$ cat config.mk
export PLATFORM = sky130hd
export DESIGN_NAME = conv_window_feeder_flat
export DESIGN_NICKNAME = d
export VERILOG_FILES = /design/src/rtl/conv_window_feeder_if.sv /design/src/rtl/conv_window_feeder.sv /design/src/flat_wrapper.sv
export SDC_FILE = /design/constraint.sdc
export NUM_CORES = 1
export LEC_CHECK = 0
export BUFFER_PORTS_ARGS = -buffer_cell sky130_fd_sc_hd__buf_2
export CORE_UTILIZATION = 51
export DETAILED_ROUTE_END_ITERATION = 6
export PLACE_DENSITY = 0.83
export SYNTH_ARGS = -nofsm -noshare
export SYNTH_HDL_FRONTEND = slang
export SYNTH_SLANG_ARGS = --single-unit
$ cat constraint.sdc
create_clock -name clk -period 9.18 [get_ports clk]
set_input_delay 1.377 -clock clk [delete_from_list [all_inputs] [get_ports clk]]
set_output_delay 1.377 -clock clk [all_outputs]
set_load 0.03 [all_outputs]
$ cat src/rtl/conv_window_feeder_if.sv
// conv_window_feeder_if
// Bundles every non-clock, non-reset signal of the convolution window feeder.
//   kernel_we / kernel_addr / kernel_data : weight write port (driven by master)
//   kernel_busy                           : weight writes currently ignored
//   pix_valid / pix_sof / pix_data        : row-major pixel stream (driven by master)
//   pix_ready                             : feeder accepts a pixel this cycle
//   multiplier_output                     : flattened K*K pixel window
//   multiplicand_output                   : flattened K*K kernel weights
//   mStart                                : multiply start, one bit per tap
//   cReady                                : processor result ready (driven by master)
//   window_count / frame_done             : per-frame progress
// The master modport is the environment (pixel source, kernel loader,
// processor); the slave modport is the feeder itself.
interface conv_window_feeder_if #(
    parameter int DATA_WIDTH  = 32,
    parameter int KERNEL_SIZE = 3,
    parameter int ADDR_WIDTH  = $clog2(KERNEL_SIZE * KERNEL_SIZE)
);
    localparam int TAPS  = KERNEL_SIZE * KERNEL_SIZE;
    localparam int BUS_W = TAPS * DATA_WIDTH;

    logic                  kernel_we;
    logic [ADDR_WIDTH-1:0] kernel_addr;
    logic [DATA_WIDTH-1:0] kernel_data;
    logic                  kernel_busy;

    logic                  pix_valid;
    logic                  pix_sof;
    logic [DATA_WIDTH-1:0] pix_data;
    logic                  pix_ready;

    logic [BUS_W-1:0]      multiplier_output;
    logic [BUS_W-1:0]      multiplicand_output;
    logic [TAPS-1:0]       mStart;
    logic                  cReady;

    logic [15:0]           window_count;
    logic                  frame_done;

    modport master (
        output kernel_we, kernel_addr, kernel_data,
        output pix_valid, pix_sof, pix_data,
        output cReady,
        input  kernel_busy, pix_ready,
        input  multiplier_output, multiplicand_output, mStart,
        input  window_count, frame_done
    );

    modport slave (
        input  kernel_we, kernel_addr, kernel_data,
        input  pix_valid, pix_sof, pix_data,
        input  cReady,
        output kernel_busy, pix_ready,
        output multiplier_output, multiplicand_output, mStart,
        output window_count, frame_done
    );
endinterface

$ cat src/rtl/conv_window_feeder.sv
// conv_window_feeder
// Turns a row-major pixel stream into K x K sliding windows for the
// ma_int_32 convolution processor. K-1 line buffers hold the previous rows,
// a K x K register holds the current window, and a K x K register holds the
// kernel weights. Each complete window is presented on the flat buses with a
// one-cycle mStart pulse, after which the pixel stream is stalled until the
// processor answers with cReady.
// Ports:
//   clk   : single rising-edge clock
//   rst_n : synchronous active-low reset
//   bus   : conv_window_feeder_if slave modport (pixel stream, kernel
//           writes, window/weight buses, mStart/cReady, frame progress)
module conv_window_feeder #(
    parameter int DATA_WIDTH  = 32,
    parameter int KERNEL_SIZE = 3,
    parameter int IMG_WIDTH   = 8,
    parameter int IMG_HEIGHT  = 8,
    parameter int ADDR_WIDTH  = $clog2(KERNEL_SIZE * KERNEL_SIZE)
) (
    input logic                 clk,
    input logic                 rst_n,
    conv_window_feeder_if.slave bus
);
    localparam int TAPS  = KERNEL_SIZE * KERNEL_SIZE;
    localparam int COL_W = (IMG_WIDTH > 1) ? $clog2(IMG_WIDTH) : 1;
    localparam int ROW_W = $clog2(IMG_HEIGHT + 1);

    localparam logic [COL_W-1:0] COL_LAST      = COL_W'(IMG_WIDTH - 1);
    localparam logic [COL_W-1:0] COL_FIRST_WIN = COL_W'(KERNEL_SIZE - 1);
    localparam logic [ROW_W-1:0] ROW_LAST      = ROW_W'(IMG_HEIGHT - 1);
    localparam logic [ROW_W-1:0] ROW_FIRST_WIN = ROW_W'(KERNEL_SIZE - 1);

    typedef enum logic [1:0] {
        IDLE,
        ACCEPT,
        ISSUE,
        WAIT
    } state_t;

    state_t                state;
    logic [COL_W-1:0]      col;
    logic [ROW_W-1:0]      row;
    logic                  last_window;
    logic                  pix_ready_q;
    logic                  mstart_q;
    logic                  busy_q;
    logic                  frame_done_q;
    logic [15:0]           count_q;

    logic [DATA_WIDTH-1:0] window   [KERNEL_SIZE][KERNEL_SIZE];
    logic [DATA_WIDTH-1:0] weights  [TAPS];
    logic [DATA_WIDTH-1:0] line_buf [KERNEL_SIZE-1][IMG_WIDTH];

    logic                  accept;
    logic [COL_W-1:0]      pos_col;
    logic [ROW_W-1:0]      pos_row;
    logic                  col_wrap;
    logic                  window_full;
    logic                  weight_write;
    logic [DATA_WIDTH-1:0] column [KERNEL_SIZE];

    // Position of the pixel being accepted: a start-of-frame pixel is
    // always (0,0) regardless of where the counters were. The new window
    // column is that pixel stacked under the same column of the K-1
    // buffered rows, oldest row first.
    always_comb begin
        accept       = (state == ACCEPT) && bus.pix_valid;
        pos_col      = bus.pix_sof ? '0 : col;
        pos_row      = bus.pix_sof ? '0 : row;
        col_wrap     = (pos_col == COL_LAST);
        window_full  = (pos_row >= ROW_FIRST_WIN) && (pos_col >= COL_FIRST_WIN);
        weight_write = ((state == IDLE) || (state == ACCEPT)) && bus.kernel_we &&
                       ({1'b0, bus.kernel_addr} < (ADDR_WIDTH + 1)'(TAPS));
        for (int r = 0; r < KERNEL_SIZE; r++) begin
            column[r] = '0;
        end
        for (int r = 0; r < KERNEL_SIZE - 1; r++) begin
            column[r] = line_buf[r][pos_col];
        end
        column[KERNEL_SIZE-1] = bus.pix_data;
    end

    // Line buffers act as a per-column shift register: each accepted pixel
    // pushes its column up by one row. They are never cleared; a window is
    // only issued once K full rows of the current frame have arrived.
    always_ff @(posedge clk) begin
        if (accept) begin
            for (int r = 0; r < KERNEL_SIZE - 2; r++) begin
                line_buf[r][pos_col] <= line_buf[r+1][pos_col];
            end
            line_buf[KERNEL_SIZE-2][pos_col] <= bus.pix_data;
        end
    end

    // Control FSM with registered outputs, window register and weight
    // register. The window only shifts on an accepted pixel, so it stays
    // frozen for the whole ISSUE/WAIT handshake.
    always_ff @(posedge clk) begin
        if (!rst_n) begin
            state        <= IDLE;
            col          <= '0;
            row          <= '0;
            last_window  <= 1'b0;
            pix_ready_q  <= 1'b0;
            mstart_q     <= 1'b0;
            busy_q       <= 1'b0;
            frame_done_q <= 1'b0;
            count_q      <= '0;
            for (int r = 0; r < KERNEL_SIZE; r++) begin
                for (int c = 0; c < KERNEL_SIZE; c++) begin
                    window[r][c] <= '0;
                end
            end
            for (int i = 0; i < TAPS; i++) begin
                weights[i] <= '0;
            end
        end else begin
            mstart_q     <= 1'b0;
            frame_done_q <= 1'b0;

            if (weight_write) begin
                weights[bus.kernel_addr] <= bus.kernel_data;
            end

            case (state)
                IDLE: begin
                    state       <= ACCEPT;
                    pix_ready_q <= 1'b1;
                end

                ACCEPT: begin
                    if (accept) begin
                        for (int r = 0; r < KERNEL_SIZE; r++) begin
                            for (int c = 0; c < KERNEL_SIZE - 1; c++) begin
                                window[r][c] <= window[r][c+1];
                            end
                            window[r][KERNEL_SIZE-1] <= column[r];
                        end
                        col <= col_wrap ? '0 : pos_col + 1'b1;
                        row <= col_wrap ? pos_row + 1'b1 : pos_row;
                        if (bus.pix_sof) begin
                            count_q <= '0;
                        end
                        if (window_full) begin
                            state       <= ISSUE;
                            pix_ready_q <= 1'b0;
                            mstart_q    <= 1'b1;
                            busy_q      <= 1'b1;
                            last_window <= (pos_row == ROW_LAST) && (pos_col == COL_LAST);
                        end
                    end
                end

                ISSUE: begin
                    state <= WAIT;
                end

                WAIT: begin
                    if (bus.cReady) begin
                        state       <= ACCEPT;
                        pix_ready_q <= 1'b1;
                        busy_q      <= 1'b0;
                        if (count_q != 16'hFFFF) begin
                            count_q <= count_q + 16'd1;
                        end
                        // Row has already stepped past the last row when
                        // the final pixel was accepted; restart the frame.
                        if (last_window) begin
                            frame_done_q <= 1'b1;
                            row          <= '0;
                            col          <= '0;
                        end
                    end
                end

                default: begin
                    state <= IDLE;
                end
            endcase
        end
    end

    // Flatten window and weights, element i = r*K + c in bits [i*DW +: DW].
    always_comb begin
        bus.multiplier_output   = '0;
        bus.multiplicand_output = '0;
        for (int r = 0; r < KERNEL_SIZE; r++) begin
            for (int c = 0; c < KERNEL_SIZE; c++) begin
                bus.multiplier_output[(r*KERNEL_SIZE+c)*DATA_WIDTH +: DATA_WIDTH]   = window[r][c];
                bus.multiplicand_output[(r*KERNEL_SIZE+c)*DATA_WIDTH +: DATA_WIDTH] = weights[r*KERNEL_SIZE+c];
            end
        end
    end

    assign bus.pix_ready    = pix_ready_q;
    assign bus.mStart       = {TAPS{mstart_q}};
    assign bus.kernel_busy  = busy_q;
    assign bus.frame_done   = frame_done_q;
    assign bus.window_count = count_q;

endmodule

$ cat src/flat_wrapper.sv
// flat-port wrapper written by rule: the top's interface ports become plain ports
module conv_window_feeder_flat 
#(
    parameter int DATA_WIDTH  = 32,
    parameter int KERNEL_SIZE = 3,
    parameter int IMG_WIDTH   = 8,
    parameter int IMG_HEIGHT  = 8,
    parameter int ADDR_WIDTH  = $clog2(KERNEL_SIZE * KERNEL_SIZE)
)
  (clk, rst_n, bus_kernel_we, bus_kernel_addr, bus_kernel_data, bus_pix_valid, bus_pix_sof, bus_pix_data, bus_cReady, bus_kernel_busy, bus_pix_ready, bus_multiplier_output, bus_multiplicand_output, bus_mStart, bus_window_count, bus_frame_done);
  conv_window_feeder_if #(.DATA_WIDTH(DATA_WIDTH), .KERNEL_SIZE(KERNEL_SIZE), .ADDR_WIDTH(ADDR_WIDTH)) bus_i ();
  input logic clk;
  input logic rst_n;
  input wire logic [$bits(bus_i.kernel_we)-1:0] bus_kernel_we;
  input wire logic [$bits(bus_i.kernel_addr)-1:0] bus_kernel_addr;
  input wire logic [$bits(bus_i.kernel_data)-1:0] bus_kernel_data;
  input wire logic [$bits(bus_i.pix_valid)-1:0] bus_pix_valid;
  input wire logic [$bits(bus_i.pix_sof)-1:0] bus_pix_sof;
  input wire logic [$bits(bus_i.pix_data)-1:0] bus_pix_data;
  input wire logic [$bits(bus_i.cReady)-1:0] bus_cReady;
  output wire logic [$bits(bus_i.kernel_busy)-1:0] bus_kernel_busy;
  output wire logic [$bits(bus_i.pix_ready)-1:0] bus_pix_ready;
  output wire logic [$bits(bus_i.multiplier_output)-1:0] bus_multiplier_output;
  output wire logic [$bits(bus_i.multiplicand_output)-1:0] bus_multiplicand_output;
  output wire logic [$bits(bus_i.mStart)-1:0] bus_mStart;
  output wire logic [$bits(bus_i.window_count)-1:0] bus_window_count;
  output wire logic [$bits(bus_i.frame_done)-1:0] bus_frame_done;
  assign bus_i.kernel_we = bus_kernel_we;
  assign bus_i.kernel_addr = bus_kernel_addr;
  assign bus_i.kernel_data = bus_kernel_data;
  assign bus_i.pix_valid = bus_pix_valid;
  assign bus_i.pix_sof = bus_pix_sof;
  assign bus_i.pix_data = bus_pix_data;
  assign bus_i.cReady = bus_cReady;
  assign bus_kernel_busy = bus_i.kernel_busy;
  assign bus_pix_ready = bus_i.pix_ready;
  assign bus_multiplier_output = bus_i.multiplier_output;
  assign bus_multiplicand_output = bus_i.multiplicand_output;
  assign bus_mStart = bus_i.mStart;
  assign bus_window_count = bus_i.window_count;
  assign bus_frame_done = bus_i.frame_done;
  conv_window_feeder #(.DATA_WIDTH(DATA_WIDTH), .KERNEL_SIZE(KERNEL_SIZE), .IMG_WIDTH(IMG_WIDTH), .IMG_HEIGHT(IMG_HEIGHT), .ADDR_WIDTH(ADDR_WIDTH)) u_core (.clk(clk), .rst_n(rst_n), .bus(bus_i));
endmodule
Word level (Yosys, flattened, before mapping)
Memories as Yosys holds them, arrays and structs flattened.
Cells that the tools add are included.
{"block": "totals", "ff_bits": 30, "ramBits": 1088, "input_bits": 74, "out_inout_bits": 604, "wordCells": 121, "n_memories": 3}
{"name": "u_core.line_buf", "words": 2, "width": 256, "read_ports": 2, "rd_ports_with_merged_regs": 0, "wr": 2, "line": "conv_window_feeder.sv:52", "source": "logic [DATA_WIDTH-1:0] line_buf [KERNEL_SIZE-1][IMG_WIDTH];"}
{"name": "u_core.weights", "words": 9, "width": 32, "read_ports": 9, "rd_ports_with_merged_regs": 0, "wr": 9, "line": "conv_window_feeder.sv:51", "source": "logic [DATA_WIDTH-1:0] weights [TAPS];"}
{"name": "u_core.window", "words": 3, "width": 96, "read_ports": 3, "rd_ports_with_merged_regs": 0, "wr": 3, "line": "conv_window_feeder.sv:50", "source": "logic [DATA_WIDTH-1:0] window [KERNEL_SIZE][KERNEL_SIZE];"}
{"block": "op_classes", "n_addsub": 3, "n_lt_le_gt_ge": 5, "n_eq_ne": 12, "n_mux": 60, "n_bitwise": 10, "reduce_logical": 19}
{"operator": "2-to-1 mux 32 bit", "n": 15}
{"operator": "2-to-1 mux 256 bit", "n": 1}
{"operator": "binary-select mux 32 bit (select 3 bit)", "n": 2}
{"operator": "demux 32 bit (select 3 bit)", "n": 1}
{"operator": "2-to-1 mux 16 bit", "n": 4}
{"operator": "case mux 16 bit (2 select lines)", "n": 1}
{"operator": "OR reduction 32 bit", "n": 1}
{"operator": "2-to-1 mux 4 bit", "n": 6}
{"operator": "2-to-1 mux 1 bit", "n": 17}
{"operator": "adder 16 x 1 -> 16 bit, second input constant", "n": 1}
{"operator": "inequality test 16 bit, second input constant", "n": 1}
{"operator": "2-to-1 mux 3 bit", "n": 5}
{"operator": "AND reduction 3 bit", "n": 4}
{"operator": "AND reduction 4 bit", "n": 3}
{"operator": "bitwise OR 1 bit", "n": 9}
{"operator": "inequality test 2 x 1 -> 1 bit, second input constant", "n": 4}
{"operator": "case mux 2 bit (4 select lines)", "n": 1}
{"operator": "case mux 4 bit (2 select lines)", "n": 1}
{"operator": "logical AND 1 bit", "n": 6}
{"operator": "2-to-1 mux 2 bit", "n": 3}
{"operator": "case mux 3 bit (2 select lines)", "n": 1}
{"operator": "AND reduction 5 bit", "n": 1}
{"operator": "adder 4 x 1 -> 4 bit, second input constant", "n": 1}
{"operator": "equality test 2 bit, second input constant", "n": 2}
{"operator": "other kinds (17)", "n": 18}

Logic depth before layout (Yosys ltp)
Gate-level depths: netlist of run 1.
{"block": "logic_depth", "depth_word": 9, "ltp_mapped": 13, "ltp_nobuf": 8}

Least setup slack after synthesis of run 1
OpenSTA, ideal clock, no wires.
{"block": "synth_timing", "path_type": "in2reg", "startpoint": "in bus_pix_valid", "endpoint": "mem u_core.window[0][0] (netlist name), enable pin", "arrival_ns": 6.582, "setup_slack_ns": 0.439, "stages": 4, "path_buffers": 2, "cell_sequence": "buf_2 nand2_1 clkbuf_1 nand2_1"}
{"item": "start: declaration", "line": "flat_wrapper.sv:17", "source": "input wire logic [$bits(bus_i.pix_valid)-1:0] bus_pix_valid;"}
{"item": "end: declaration", "line": "conv_window_feeder.sv:50"}

==> results of run 1 <==
## final timing paths
| kind | startpoint | to | slack, ns | depth (start not counted) |
|---|---|---|---|---|
| worst min register to register | u_core.last_window$_SDFFE_PN0P_ | u_core.last_window$_SDFFE_PN0P_ | 0.48 | 2 |
| worst min-delay path | u_core.last_window$_SDFFE_PN0P_ | u_core.last_window$_SDFFE_PN0P_ | 0.48 | 2 |
| worst max register to register | u_core.state[1]$_SDFFE_PN0P_ | u_core.weights[6][26]$_SDFFCE_PN0P_ | 4.96 | 7 |
| worst max-delay path | rst_n | u_core.weights[6][26]$_SDFFCE_PN0P_ | 4.89 | 7 |
## Yosys cell counts (28+ instances only)
master and number:
edfxtp_1 1088, and2_1 473, clkbuf_1 117, nand2_1 100, mux2i_1 88, and3_1 78, a21oi_1 66, nor2_1 48
o21ai_0 44, buf_2 40, a22oi_1 34, dfxtp_1 30, nand2b_1 29, a221o_1 28
## cell type report
type                       count  area (um^2)  area share [%]
sequential                  1118        33280           65.07
multi-input combinational   1345         9214           18.01
timing repair buffer         719         3729           7.290
clock buffer                 122         2734           5.345
tap                         1134         1419           2.774
clock inverter                75        715.7           1.399
inverter                      12        45.04         0.08806
antenna                        4        10.01         0.01957
## through the flow
step / worst slack [ns] / power, mW / cells / utilization, % / hold slack (ns)
after floorplan: 0.4386 / 6.757 / 2654 / - / 0.4377
after global placement: 4.330 / 7.161 / 4328 / 56.99 / 0.4591
after detailed placement: 4.190 / 7.186 / 4328 / 56.99 / 0.4660
final: 4.889 / 11.43 / 4529 / 61.12 / 0.4775
after global routing: 4.607 / 11.71 / 4526 / 61.11 / 0.5210
after CTS: 4.876 / 11.46 / 4525 / 61.11 / 0.4747
## power breakdown
group          total [mW]  switching (mW)  internal, mW
Clock                4.34            1.93          2.40
Combinational        1.09           0.842         0.247
Sequential           6.00           0.134          5.87
## cells by family (layout without fill, tap and decap cells)
family,after synthesis,count (layout)
DFF,1118,1118
and+or+nand+nor,868,868
AOI/OAI and AO/OA,365,365
buffers and inverters,191,928
muxes,102,102
adders and majority gates,10,10
other,0,4
## worst reg2reg max path: cells and delay by family (launching register included)
kind / cells / cell delay [ns]
and+or+nand+nor: 3 / 2.01
adders and majority gates: 1 / 0.64
buffers and inverters: 2 / 0.45
AOI/OAI and AO/OA: 1 / 0.39
DFF: 1 / 0.35
## registers in the layout, indices dropped and copies added (netlist names), 2 cells and up
name / flops
u_core.col: 3
u_core.state: 2
u_core.line_buf: 512
u_core.weights: 288
u_core.window: 288
u_core.row: 4
u_core.bus.window_count: 16
## metal layers
layer | wire, um | up-vias | part of all wire [%]
li1 | - | 11390 | -
met4 | 6766 | 10 | 5.6
met3 | 12310 | 325 | 10
met1 | 42410 | 13120 | 35
met2 | 60080 | 1835 | 49
met5 | 57 | - | 0.047
==> flow_metrics.env, run 1 <==
export IMPL_post_cts_resize_count=0
export IMPL_arrival_ns=4.57
export IMPL_crit_fanout=35
export IMPL_gp_congestion=0.9056
export IMPL_synthMuxAreaShare_pct=2.457
export IMPL_viasPerCell=5.889
export IMPL_grt_usage_pct=27.57
export IMPL_nets=3386
export IMPL_worstHoldPathType="reg -> reg"
export IMPL_cp_required_ns=9.46
export IMPL_synth_compound_area_share_pct=6.221
export IMPL_cpMostUsedCell="buf_4"
export IMPL_die_h_um=293.0
export IMPL_drive_gt1_share_pct=28.16
export IMPL_clk_pin_slew_ns=0.06
export IMPL_grt_pass1_wl_mm=172.9
export IMPL_cap_violations=0
export IMPL_synth_edf_count=1088
export IMPL_drt_iter0_markers=3238
export IMPL_synth_top_area_share_pct=75.66
export IMPL_num_rows=106
export IMPL_cp_slowest_cell="and3b_1"
export IMPL_synth_xor_area_share_pct=0
export IMPL_netlist_area_mm2=0.04318
export IMPL_crit_chain="buf_2 > buf_4 > o211ai_1 > nor3b_4 > buf_4 > and3b_1 > nand2b_2"
export IMPL_yosys_warnings=0
export IMPL_worst_skew_pair_late_latency_ns=0.70
export IMPL_synth_area_per_cell_um2=16.27
export IMPL_dieWidth_um=293.0
export IMPL_synthAdderAreaFrac_pct=0.2897
export IMPL_async_flop_share_pct=0
export IMPL_synth_distinct_cells=68
export IMPL_initial_core_util_pct=51.60
export IMPL_slew_headroom_pct=17.64
export IMPL_grt_pass1_vias=25620
export IMPL_clock_root_buffer="clkbuf_16"
export IMPL_ant_nets=0
export IMPL_fin_skew_ns=0.05954
export IMPL_path_delay_family="simple AND/OR/NAND/NOR gates"
export IMPL_timing_final_max_slew_violations=0
export IMPL_syn_nets=2738
export IMPL_endpoint_kind="flip-flop"
export IMPL_finalInstanceArea_mm2=0.05115
export IMPL_met1_usage_pct=33.90
export IMPL_rsz0062_at_grt="false"
export IMPL_yosysSeqAreaShare_pct=77.05
export IMPL_fin_crit_sh_pct=46.74
export IMPL_ir_drop_uv=197.5
export IMPL_status="finished, final reports clean"
export IMPL_grt_ovfl_total=0
export IMPL_synth_simple_area_share_pct=12.06
export IMPL_synth_ff_latch_count=1118
export IMPL_hpwl_mm=79.10
export IMPL_coreArea_mm2=0.08369
export IMPL_p_per_area_mw_per_mm2=223.4
export IMPL_grt_use_met2_pct=46.35
export IMPL_cts_sinks=1118
export IMPL_antenna_found_initial=12
export IMPL_final_hold_viol_count=0
export IMPL_fin_tns_setup_ns=0
export IMPL_area_growth_pct=18.45
export IMPL_cts_buffers=106
export IMPL_grt_max_degree=141
export IMPL_cts_buffer_depth=3
export IMPL_fillCellCount=5878
export IMPL_synth_area_leaders="edfxtp_1 (76%), and2_1 (6.9%), mux2i_1 (2.0%)"
export IMPL_ioPinCount=678
export IMPL_fmax_ghz=0.2330
export IMPL_final_common_cell="edfxtp_1"
export IMPL_routedWlPerCell_um=26.85
export IMPL_final_cell_mix="edfxtp_1 (1088), buf_2 (677), and2_1 (473), clkbuf_16 (107), nand2_1 (97)"
export IMPL_fin_crit_ns=4.291
export IMPL_leakagePower_nw=19.42
export IMPL_critPathMaxStageDelay_ns=0.88
export IMPL_met3_usage_pct=5.333
export IMPL_cts_tree="yes"
export IMPL_critical_path_class="in -> reg"
export IMPL_die_area_mm2=0.08584
export IMPL_startpoint_type="input port"
export IMPL_vias=26670
export IMPL_setup_violations_final=0
export IMPL_cts_hold_buffers_added=0
export IMPL_drc_errors=0
export IMPL_crit_buf_inv=3
export IMPL_busiest_layer="met2"
export IMPL_cts_setup_buffers=0
export IMPL_htreeDepth=3
export IMPL_place_area_mm2=0.04769
export IMPL_dr_pass1_iters=7
export IMPL_synthFlopType="edfxtp_1"
export IMPL_worst_slew_pin_slew_ns=1.229
export IMPL_port_buffers=677
export IMPL_netlist_instances=2654
export IMPL_wl_mm=121.6
export IMPL_yosysTopAreaCell="edfxtp_1"
export IMPL_synth_top_family_by_area="simple AND/OR/NAND/NOR gates"
Note: power is estimated with default switching activity, not from simulation.
==> inputs of run 2 (changes only) <==
clock period = 3.7 ns   (was 9.18 ns; I/O delays follow)
==> run 2 against run 1 <==
Compared with the run above:
- the run now ends with design-rule violations left
- count of clock-buffer cells in the layout up 2
- register-to-register slack got worse by 4.6 ns
- die area is the same
- utilization up 0.78 points
- clock skew fell by 0.011 ns
- sequential share of layout area is 0.82 points lower
- worst hold slack lost 0.30 ns
- critical endpoint is now u_core.line_buf[0][31]$_DFFE_PP_
- largest cell class unchanged
- largest power group unchanged
==> flow_metrics.env, run 2 (same netlist as run 1, synthesis figures left out) <==
export IMPL_timing_final_max_slew_violations=0
export IMPL_setup_violations_final=0
export IMPL_fillCellCount=5705
export IMPL_crit_chain="nand2b_1 > inv_1 > nand2_1 > nor3_4 > buf_12"
export IMPL_die_h_um=293.0
export IMPL_cp_slowest_cell="dfxtp_4"
export IMPL_drt_iter0_markers=3532
export IMPL_status="finished, violations left"
export IMPL_coreArea_mm2=0.08369
export IMPL_arrival_ns=3.61
export IMPL_fin_skew_ns=0.04859
export IMPL_p_per_area_mw_per_mm2=560.0
export IMPL_r2r_cells=5
export IMPL_power_mw=29.01
export IMPL_grt_usage_pct=27.45
export IMPL_slew_headroom_pct=22.50
export IMPL_met3_usage_pct=5.136
export IMPL_dr_pass1_iters=7
export IMPL_cts_buffers=107
export IMPL_port_buffers=677
export IMPL_final_common_cell="edfxtp_1"
export IMPL_fin_tns_setup_ns=0
export IMPL_busiest_layer="met2"
export IMPL_fin_crit_sh_pct=88.93
export IMPL_violations="design-rule violations"
export IMPL_cts_tree="yes"
export IMPL_cp_required_ns=4.02
export IMPL_path_delay_family="simple AND/OR/NAND/NOR gates"
export IMPL_cts_setup_buffers=0
export IMPL_holdWs_ns=0.1772
export IMPL_crit_cells=5
export IMPL_startpoint_type="flip-flop"
export IMPL_grt_pass1_wl_mm=172.2
export IMPL_dieWidth_um=293.0
export IMPL_grt_ovfl_total=0
export IMPL_antenna_found_initial=19
export IMPL_viasPerCell=5.919
export IMPL_cap_violations=0
export IMPL_grt_pass1_vias=25850
export IMPL_routedWlPerCell_um=26.53
export IMPL_clk_pin_slew_ns=0.06
export IMPL_grt_use_met2_pct=46.38
export IMPL_worst_slew_pin_slew_ns=1.159
export IMPL_crit_fanout=64
export IMPL_cts_hold_buffers_added=0
export IMPL_worst_slack_ns=0.4095
export IMPL_worst_skew_pair_late_latency_ns=0.68
export IMPL_gp_congestion=0.8986
export IMPL_num_rows=106
export IMPL_largest_reg_flops=512
export IMPL_area_growth_pct=19.96
export IMPL_critPathMaxStageDelay_ns=0.68
export IMPL_cts_buffer_depth=3
export IMPL_rsz0062_at_grt="false"
export IMPL_min_path_cells=1
export IMPL_met1_usage_pct=34.19
export IMPL_fin_crit_ns=3.290
export IMPL_crit_buf_inv=2
export IMPL_grt_max_degree=165
export IMPL_fmax_ghz=0.3039
export IMPL_final_cell_mix="edfxtp_1 (1088), buf_2 (677), and2_1 (473), clkbuf_16 (109), nand2_1 (99)"
export IMPL_pre_cts_ws_ns=0.3613
export IMPL_leakagePower_nw=19.79
export IMPL_final_hold_viol_count=0
export IMPL_endpoint_kind="flip-flop"
export IMPL_nets=3418
export IMPL_clock_root_buffer="clkbuf_16"
export IMPL_htreeDepth=3
export IMPL_reg_top3="u_core.line_buf (512), u_core.weights (288), u_core.window (288)"
export IMPL_ir_drop_uv=417.5
export IMPL_wl_mm=121.2
export IMPL_ioPinCount=678
export IMPL_drive_gt1_share_pct=29.01
export IMPL_post_cts_resize_count=0
export IMPL_vias=27040
export IMPL_ant_nets=0
export IMPL_regMostFlops="u_core.line_buf"
export IMPL_hpwl_mm=79.85
export IMPL_die_area_mm2=0.08584
export IMPL_initial_core_util_pct=51.60
export IMPL_worstHoldPathType="in -> reg"
export IMPL_critical_path_class="reg -> reg"
export IMPL_drc_errors=1
export IMPL_cts_sinks=1118
[run 2: path summary, 6_finish.rpt]
path	slack, ns	to	startpoint
setup / recovery	0.41	u_core.line_buf[0][31]$_DFFE_PP_	u_core.col[1]$_SDFFE_PN0P_
hold / removal	0.18	u_core.line_buf[0][276]$_DFFE_PP_	bus_pix_data[20]
setup reg to reg	0.41	u_core.line_buf[0][31]$_DFFE_PP_	u_core.col[1]$_SDFFE_PN0P_
hold reg to reg	0.48	u_core.bus.pix_ready$_SDFFE_PN0P_	u_core.bus.pix_ready$_SDFFE_PN0P_
[run 2: final cells by class]
cell class / instances / area, um^2 / area share [%]
Sequential cell: 1118 / 33280 / 64.25
Timing Repair Buffer: 750 / 4099 / 7.913
Clock inverter: 77 / 869.6 / 1.679
Tap cell: 1134 / 1419 / 2.739
Multi-Input combinational cell: 1345 / 9241 / 17.84
Clock buffer: 124 / 2824 / 5.452
Antenna cell: 8 / 20.02 / 0.03865
Inverter: 12 / 45.04 / 0.08695
[run 2: metal layers]
metal / share of wire, % / up-vias
li1: - / 11470
met1: 34 / 13300
met2: 50 / 1931
met3: 11 / 331
met4: 4.8 / 12
met5: 0.065 / -
[run 2: power by group]
| group | switching (mW) | total [mW] | leakage [nW] | internal (mW) |
|---|---|---|---|---|
| clock | 4.76 | 11.4 | 1.81 | 6.61 |
| combinational | 2.10 | 2.75 | 7.12 | 0.652 |
| sequential | 0.341 | 14.9 | 10.9 | 14.5 |
| total | 7.20 | 29.0 | 19.8 | 21.8 |
[run 2: metrics by stage]
step	instance area [um^2]	utilization (%)	instances
floorplan	43210	-	2654
global placement	48090	57.46	4359
detailed placement	48090	57.46	4359
CTS	51780	61.87	4560
global route	51780	61.88	4561
finish	51800	61.90	4568
